<file path="src/rtl/pio_pkg.sv">
// Shared types and constants for the PIO output path.
// Latency: n/a (declarations only).
// Backpressure: n/a.
package pio_pkg;

    localparam int PIO_DATA_W = 32;

    // One operation is issued per cycle by the PIO state machine.
    typedef enum logic [1:0] {
        NOP     = 2'd0,
        OUT     = 2'd1,
        PULL    = 2'd2,
        MOV_DST = 2'd3
    } op_t;

endpackage

</file>
<file path="src/rtl/pio_barrel_shift.sv">
// Barrel shifter: extracts n bits from one end of a word and shifts the remainder away.
// Latency: purely combinational.
// Backpressure: none; the caller decides whether the result is committed.
module pio_barrel_shift #(
    parameter int DATA_W = 32,
    parameter int CNT_W  = $clog2(DATA_W) + 1
) (
    input  logic              dir,
    input  logic [CNT_W-1:0]  n,
    input  logic [DATA_W-1:0] word,
    output logic [DATA_W-1:0] shifted,
    output logic [DATA_W-1:0] bits
);

    logic [DATA_W-1:0] low_mask;
    logic [CNT_W-1:0]  left_pos;

    // n ranges 1..DATA_W; a shift by DATA_W clears the word in both directions.
    assign low_mask = ~({DATA_W{1'b1}} << n);
    assign left_pos = CNT_W'(DATA_W) - n;

    // Right: take the low n bits. Left: take the top n bits, right-justified.
    always_comb begin
        shifted = '0;
        bits    = '0;
        if (dir) begin
            shifted = (n >= CNT_W'(DATA_W)) ? '0 : (word >> n);
            bits    = word & low_mask;
        end else begin
            shifted = (n >= CNT_W'(DATA_W)) ? '0 : (word << n);
            bits    = word >> left_pos;
        end
    end

endmodule

</file>
<file path="src/rtl/pio_output_shifter.sv">
// PIO output shift register: OUT/PULL/MOV into the OSR with autopull from the TX FIFO.
// Latency: data_out/out_valid one cycle after an OUT; stall/fifo_pop combinational.
// Backpressure: stall asks the issuer to repeat the op; pops only when fifo_valid is high.
module pio_output_shifter
    import pio_pkg::*;
#(
    parameter int DATA_W = PIO_DATA_W,
    parameter int CNT_W  = $clog2(DATA_W) + 1
) (
    input  logic              clk,
    input  logic              rst,
    input  op_t               op,
    input  logic [CNT_W-2:0]  shift_cnt,
    input  logic [CNT_W-2:0]  pull_thresh,
    input  logic              shiftdir,
    input  logic              autopull,
    input  logic              pull_block,
    input  logic [DATA_W-1:0] mov_in,
    output logic [DATA_W-1:0] mov_out,
    input  logic              fifo_valid,
    input  logic [DATA_W-1:0] fifo_data,
    output logic              fifo_pop,
    output logic [DATA_W-1:0] data_out,
    output logic              out_valid,
    output logic              stall,
    output logic [CNT_W-1:0]  shift_count
);

    logic [DATA_W-1:0] osr;
    logic [CNT_W-1:0]  count;

    logic [CNT_W-1:0]  n_eff;
    logic [CNT_W-1:0]  thr;
    logic [CNT_W:0]    cnt_sum;
    logic [CNT_W-1:0]  cnt_after_out;
    logic              osr_drained;
    logic [DATA_W-1:0] shifted;
    logic [DATA_W-1:0] bits;

    logic [DATA_W-1:0] nxt_osr;
    logic [CNT_W-1:0]  nxt_count;
    logic              do_out;
    logic              pop_c;
    logic              stall_c;

    // A zero field encodes a full word for both the shift length and the threshold.
    assign n_eff = (shift_cnt == '0)   ? CNT_W'(DATA_W) : {1'b0, shift_cnt};
    assign thr   = (pull_thresh == '0) ? CNT_W'(DATA_W) : {1'b0, pull_thresh};

    // One extra bit so count+n never wraps before saturating at DATA_W.
    assign cnt_sum       = {1'b0, count} + {1'b0, n_eff};
    assign cnt_after_out = (cnt_sum > (CNT_W+1)'(DATA_W)) ? CNT_W'(DATA_W) : cnt_sum[CNT_W-1:0];
    assign osr_drained   = autopull && (count >= thr);

    pio_barrel_shift #(
        .DATA_W (DATA_W),
        .CNT_W  (CNT_W)
    ) u_shift (
        .dir     (shiftdir),
        .n       (n_eff),
        .word    (osr),
        .shifted (shifted),
        .bits    (bits)
    );

    // Decode the issued op into next OSR/count, pop and stall.
    always_comb begin
        nxt_osr   = osr;
        nxt_count = count;
        do_out    = 1'b0;
        pop_c     = 1'b0;
        stall_c   = 1'b0;
        unique case (op)
            OUT: begin
                if (osr_drained) begin
                    // Refill first; the OUT is repeated once fresh data is in the OSR.
                    stall_c = 1'b1;
                    if (fifo_valid) begin
                        nxt_osr   = fifo_data;
                        nxt_count = '0;
                        pop_c     = 1'b1;
                    end
                end else begin
                    do_out    = 1'b1;
                    nxt_osr   = shifted;
                    nxt_count = cnt_after_out;
                    if (autopull && (cnt_after_out >= thr) && fifo_valid) begin
                        nxt_osr   = fifo_data;
                        nxt_count = '0;
                        pop_c     = 1'b1;
                    end
                end
            end
            PULL: begin
                // With autopull on, a PULL before the threshold is ignored.
                if (!(autopull && (count < thr))) begin
                    if (fifo_valid) begin
                        nxt_osr   = fifo_data;
                        nxt_count = '0;
                        pop_c     = 1'b1;
                    end else if (pull_block) begin
                        stall_c = 1'b1;
                    end else begin
                        nxt_osr   = mov_in;
                        nxt_count = '0;
                    end
                end
            end
            MOV_DST: begin
                nxt_osr   = mov_in;
                nxt_count = '0;
            end
            default: begin
                // Idle cycles are used to top up a drained OSR.
                if (osr_drained && fifo_valid) begin
                    nxt_osr   = fifo_data;
                    nxt_count = '0;
                    pop_c     = 1'b1;
                end
            end
        endcase
    end

    // Strobes are gated by reset so a held op cannot pop or stall during reset.
    assign fifo_pop    = pop_c & rst;
    assign stall       = stall_c & rst;
    assign mov_out     = osr;
    assign shift_count = count;

    // OSR, counter and the registered OUT result.
    always_ff @(posedge clk or negedge rst) begin
        if (!rst) begin
            osr       <= '0;
            count     <= CNT_W'(DATA_W);
            data_out  <= '0;
            out_valid <= 1'b0;
        end else begin
            osr       <= nxt_osr;
            count     <= nxt_count;
            out_valid <= do_out;
            if (do_out) begin
                data_out <= bits;
            end
        end
    end

endmodule
</file>
<file path="config.mk">
export PLATFORM = sky130hd
export DESIGN_NAME = pio_output_shifter
export DESIGN_NICKNAME = d
export VERILOG_FILES = /design/src/rtl/pio_pkg.sv /design/src/rtl/pio_barrel_shift.sv /design/src/rtl/pio_output_shifter.sv
export SDC_FILE = /design/constraint.sdc
export NUM_CORES = 1
export LEC_CHECK = 0
export BUFFER_PORTS_ARGS = -buffer_cell sky130_fd_sc_hd__clkbuf_2
export CAP_MARGIN = 25
export CORE_MARGIN = 3
export CORE_UTILIZATION = 45
export DETAILED_ROUTE_END_ITERATION = 8
export PLACE_DENSITY_LB_ADDON = 0.1
export SLEW_MARGIN = 20
export SYNTH_ARGS = -nofsm -noshare
export SYNTH_HDL_FRONTEND = slang
export SYNTH_SLANG_ARGS = --single-unit
</file>
<file path="constraint.sdc">
create_clock -name clk -period 6.95 [get_ports clk]
set_clock_uncertainty 0.2 [all_clocks]
set_input_delay 1.0425 -clock clk [delete_from_list [all_inputs] [get_ports clk]]
set_output_delay 1.0425 -clock clk [all_outputs]
set_load 0.02 [all_outputs]
</file>
==> run_results.csv <==
group,metric,value,unit
critical_path,reg2reg_from,"shift_count[0]",
routing,drt-initial-drc-count,1664,
critical_path,worstSetupPathType,"in -> out",
layout,fin_cells,1554,
grt,grt_first_pass_wirelength,68800,um
status,status,"finished, final reports clean",
synthesis,yosys.area.top_type,"dfrtp_1",
sta,fmax,176,MHz
floorplanning,fp.dieW,156,um
sta,setup_viol,0,
critical_path,crit_start,"shift_cnt[0]",
floorplanning,start_util,46.2,%
synthesis,synthCells,1223,
critical_path,worstSetupEndpointType,"output pin",
critical_path,cp_slowest_cell,"nor3_4",
synthesis,synth_area_leaders,"dfrtp_1 17%, mux4_2 17%, mux2i_1 7.4%",
grt,grtUsageTotal,37.2,%
sta,rsz0062_at_grt,"no",
critical_path,endpoint,"fifo_pop",
synthesis,ys_seq_area_share,17.5,%
critical_path,path_delay_family,"simple AND/OR/NAND/NOR gates",
synthesis,ys_types,89,
synthesis,yosysTopAreaCellShare,17.2,%
critical_path,cp.arrival,4.44,ns
grt,grt_max_degree,66,
critical_path,critPathMaxFanout,10,
cts,cts_buffers,9,
routing,vias,11071,
placed_design,place_inst,1536,
synthesis,synth_flop_cell,"dfrtp_1",
layout,fin_nets,1374,
cts,worst_skew_pair.late_latency,0.36,ns
routing,wire_per_inst,29.8,um
placed_design,place_ws,1.26,ns
sta,tightest_slew,1.07,ns
sta,final.period_utilization,81.7,%
job,maxCapViolations,0,
synthesis,netlist_area,10200,um^2
critical_path,worstReg2RegEnd,"mov_out[22]",
critical_path,path_buf_inv,3,
synthesis,ys_ff_latch,71,
synthesis,synth_edf_count,0,
placed_design,gp_congestion,1.03,
floorplanning,die_y,156,um
cts,clock-sinks,71,
grt,grt_pass1_vias,10432,
worst_hold_path,hp-class,"reg -> reg",
cts,postCtsHoldBufs,0,
sta,slew_viol_final,0,
power_and_ir_drop,powerDensity,312,nW/um^2
critical_path,crit_top_cell,"ha_1",
floorplanning,core-area,22000,um^2
critical_path,crit_chain,"buf_4 > nor3_4 > nand2_1 > inv_1 > ha_1 > nor3_1 > a2bb2oi_2 > or2_2 > ha_1 > nand2b_1 > a31oi_1 > o21ai_1 > o22ai_1 > a21oi_1 > clkbuf_2",
routing,drt-total-wl,46300,um
sta,finalHoldViolations,0,
grt,antenna_found_initial,3,
floorplanning,pin_count,155,
cts,h-tree-depth,3,
placed_design,port-buffer-count,154,
critical_path,cp_num_cells,15,
critical_path,cpPeakStageDelay,0.50,ns
synthesis,syn_area_per_cell,8.32,um^2
layout,num-fill-cells,2158,
synthesis,yosysWarnings,0,
sta,min_period,5.68,ns
cts,cts_tree,"yes",
routing,drtAntennaViolNets,0,
cts,post-cts-setup-buffer-count,0,
grt,grt-ovfl-total,0,
placed_design,dp_hpwl,32800,um
cts,clkTransAtPathRegs,0.06,ns
cts,cts_root_buffer,"clkbuf_16",
power_and_ir_drop,ir_worst_vdd,160,uV
synthesis,synthArstFlopShare,100,%
layout,drive_gt1_share,26.0,%
routing,drc,0,
sta,maxSlewHeadroom,28.7,%
cts,cts_resized,0,
power_and_ir_drop,p_leak,4.64,nW
synthesis,syn-num-nets,1329,
layout,area_delta_synth_final,9.77,%
critical_path,rrSetupSlack,2.04,ns
sta,setup_tns,0,ns
cts,cts_buffer_depth,2,
critical_path,reg2reg_depth,15,
critical_path,cp-start-kind,"input port",
floorplanning,rows,54,
routing,first_pass_iters,8,
sta,setup_slack,1.27,ns
floorplanning,dieArea,24500,um^2
critical_path,crit_required,5.71,ns
routing,via_per_inst,7.12,
## flip-flops by register name, indices dropped and copies added, names as in the netlist
name and count:
mov_out 32, shift_count 6, data_out 32, out_valid 1
## cells in the mapped netlist, types with 5 or more instances
library cell / n
nand2_1: 165
buf_1: 6
nor2b_1: 8
mux2_2: 24
nor3_1: 18
nand3_1: 18
and2_1: 10
nand2b_1: 12
inv_1: 22
o221ai_1: 8
nor2_1: 97
o21ai_0: 86
a31oi_1: 19
o211ai_1: 15
o21a_1: 7
a311oi_1: 6
mux4_2: 77
buf_4: 6
and3_1: 5
a22o_1: 7
nand4_1: 5
buf_2: 39
clkbuf_1: 87
nor4_1: 6
dfrtp_1: 70
o32ai_1: 10
o21ai_1: 17
xnor2_1: 5
a221oi_1: 38
a211oi_1: 9
mux2i_1: 75
ha_1: 24
a32oi_1: 20
buf_6: 8
or2_2: 8
o22ai_1: 18
a21o_1: 8
a21oi_1: 69
a22oi_1: 5
## layer usage
layer / global-route usage [%] / vias up / wire [um]
met1: 53.0 / 5378 / 18400
met2: 52.9 / 824 / 19700
met4: 13.2 / 2 / 1620
li1: - / 4763 / -
met3: 12.2 / 104 / 6560
met5: 0 / - / 7
## worst min path at each step
stage,from,endpoint,slack [ns],cells after the start
global route,mov_out[20],mov_out[20],0.31,2
global placement,mov_out[20],mov_out[20],0.26,2
floorplan,shift_count[5],shift_count[5],0.33,2
detailed placement,mov_out[20],mov_out[20],0.27,2
CTS,mov_out[20],mov_out[20],0.29,2
finish,mov_out[20],mov_out[20],0.28,2
## metrics by stage
step	instance area, um^2	hold slack (ns)	util (%)	total power, mW
detailed placement	10800	0.272	49.2	2.87
CTS	11200	0.286	50.7	3.41
global placement	10800	0.264	49.2	2.87
floorplan	10200	0.326	-	2.12
global route	11200	0.306	50.7	3.64
finish	11200	0.279	50.7	3.49
## layout by cell type (no fill, tap or decap), types with 5 or more instances in the layout
cell	netlist	final
xnor2_1	5	5
nand3_1	18	18
inv_1	22	22
o211ai_1	15	15
a22o_1	7	7
o22ai_1	18	18
a32oi_1	20	20
mux4_2	77	77
clkbuf_2	0	150
mux2i_1	75	75
a31oi_1	19	19
a22oi_1	5	5
nor3_1	18	18
o21ai_1	17	17
o221ai_1	8	7
a21o_1	8	8
nor2_1	97	97
nor4_1	6	6
mux2_2	24	24
a221oi_1	38	38
nand2b_1	12	12
and3_1	5	5
nand2_1	165	165
or2_2	8	8
nor2b_1	8	8
nand4_1	5	5
o32ai_1	10	10
a211oi_1	9	9
a21oi_1	69	69
buf_4	6	32
o21ai_0	86	86
ha_1	24	23
a311oi_1	6	6
o21a_1	7	7
dfrtp_1	70	70
clkbuf_16	0	9
and2_1	10	10
## power by group
part           internal (mW)  switching [mW]
logic                  0.816            1.20
clock network          0.319           0.216
registers              0.523           0.416
total                   1.66            1.83
## final cells by class
class                           instances  area, um^2  area share (%)
Tap cell                              280         350            3.14
Clock buffer                            9         225            2.02
Antenna cell                            1        2.50          0.0224
Clock inverter                          7         103           0.918
Inverter                               25        93.8           0.840
Timing Repair Buffer                  183        1010            9.00
Multi-Input combinational cell        978        7620            68.2
Sequential cell                        71        1780            15.9
## worst reg2reg max path: stages, from the launching register on
cell and delay, ns:
dfrtp_1 0.43, ha_1 0.24, ha_1 0.19, a21o_1 0.17
maj3_1 0.36, maj3_1 0.41, a2bb2oi_2 0.23, or2_2 0.31
ha_1 0.27, nand2b_1 0.10, a31oi_1 0.08, o21ai_1 0.29
a21o_1 0.76, a21o_1 0.47, a221oi_1 0.15, a31oi_1 0.17
## kinds of logic (layout without fill, tap and decap cells)
logic type / count (synthesis) / in the layout / synth area share [%]
adder cells (fa/ha/maj): 28 / 28 / 3.34
XOR/XNOR: 9 / 9 / 0.848
flip-flops: 71 / 71 / 17.5
multiplexers: 181 / 181 / 28.0
AND/OR/NAND/NOR: 376 / 376 / 16.6
AO/OA/AOI/OAI: 384 / 384 / 25.7
buffers and inverters: 174 / 224 / 8.09
other: 0 / 1 / 0
Note: power is estimated with default switching activity, not from simulation.
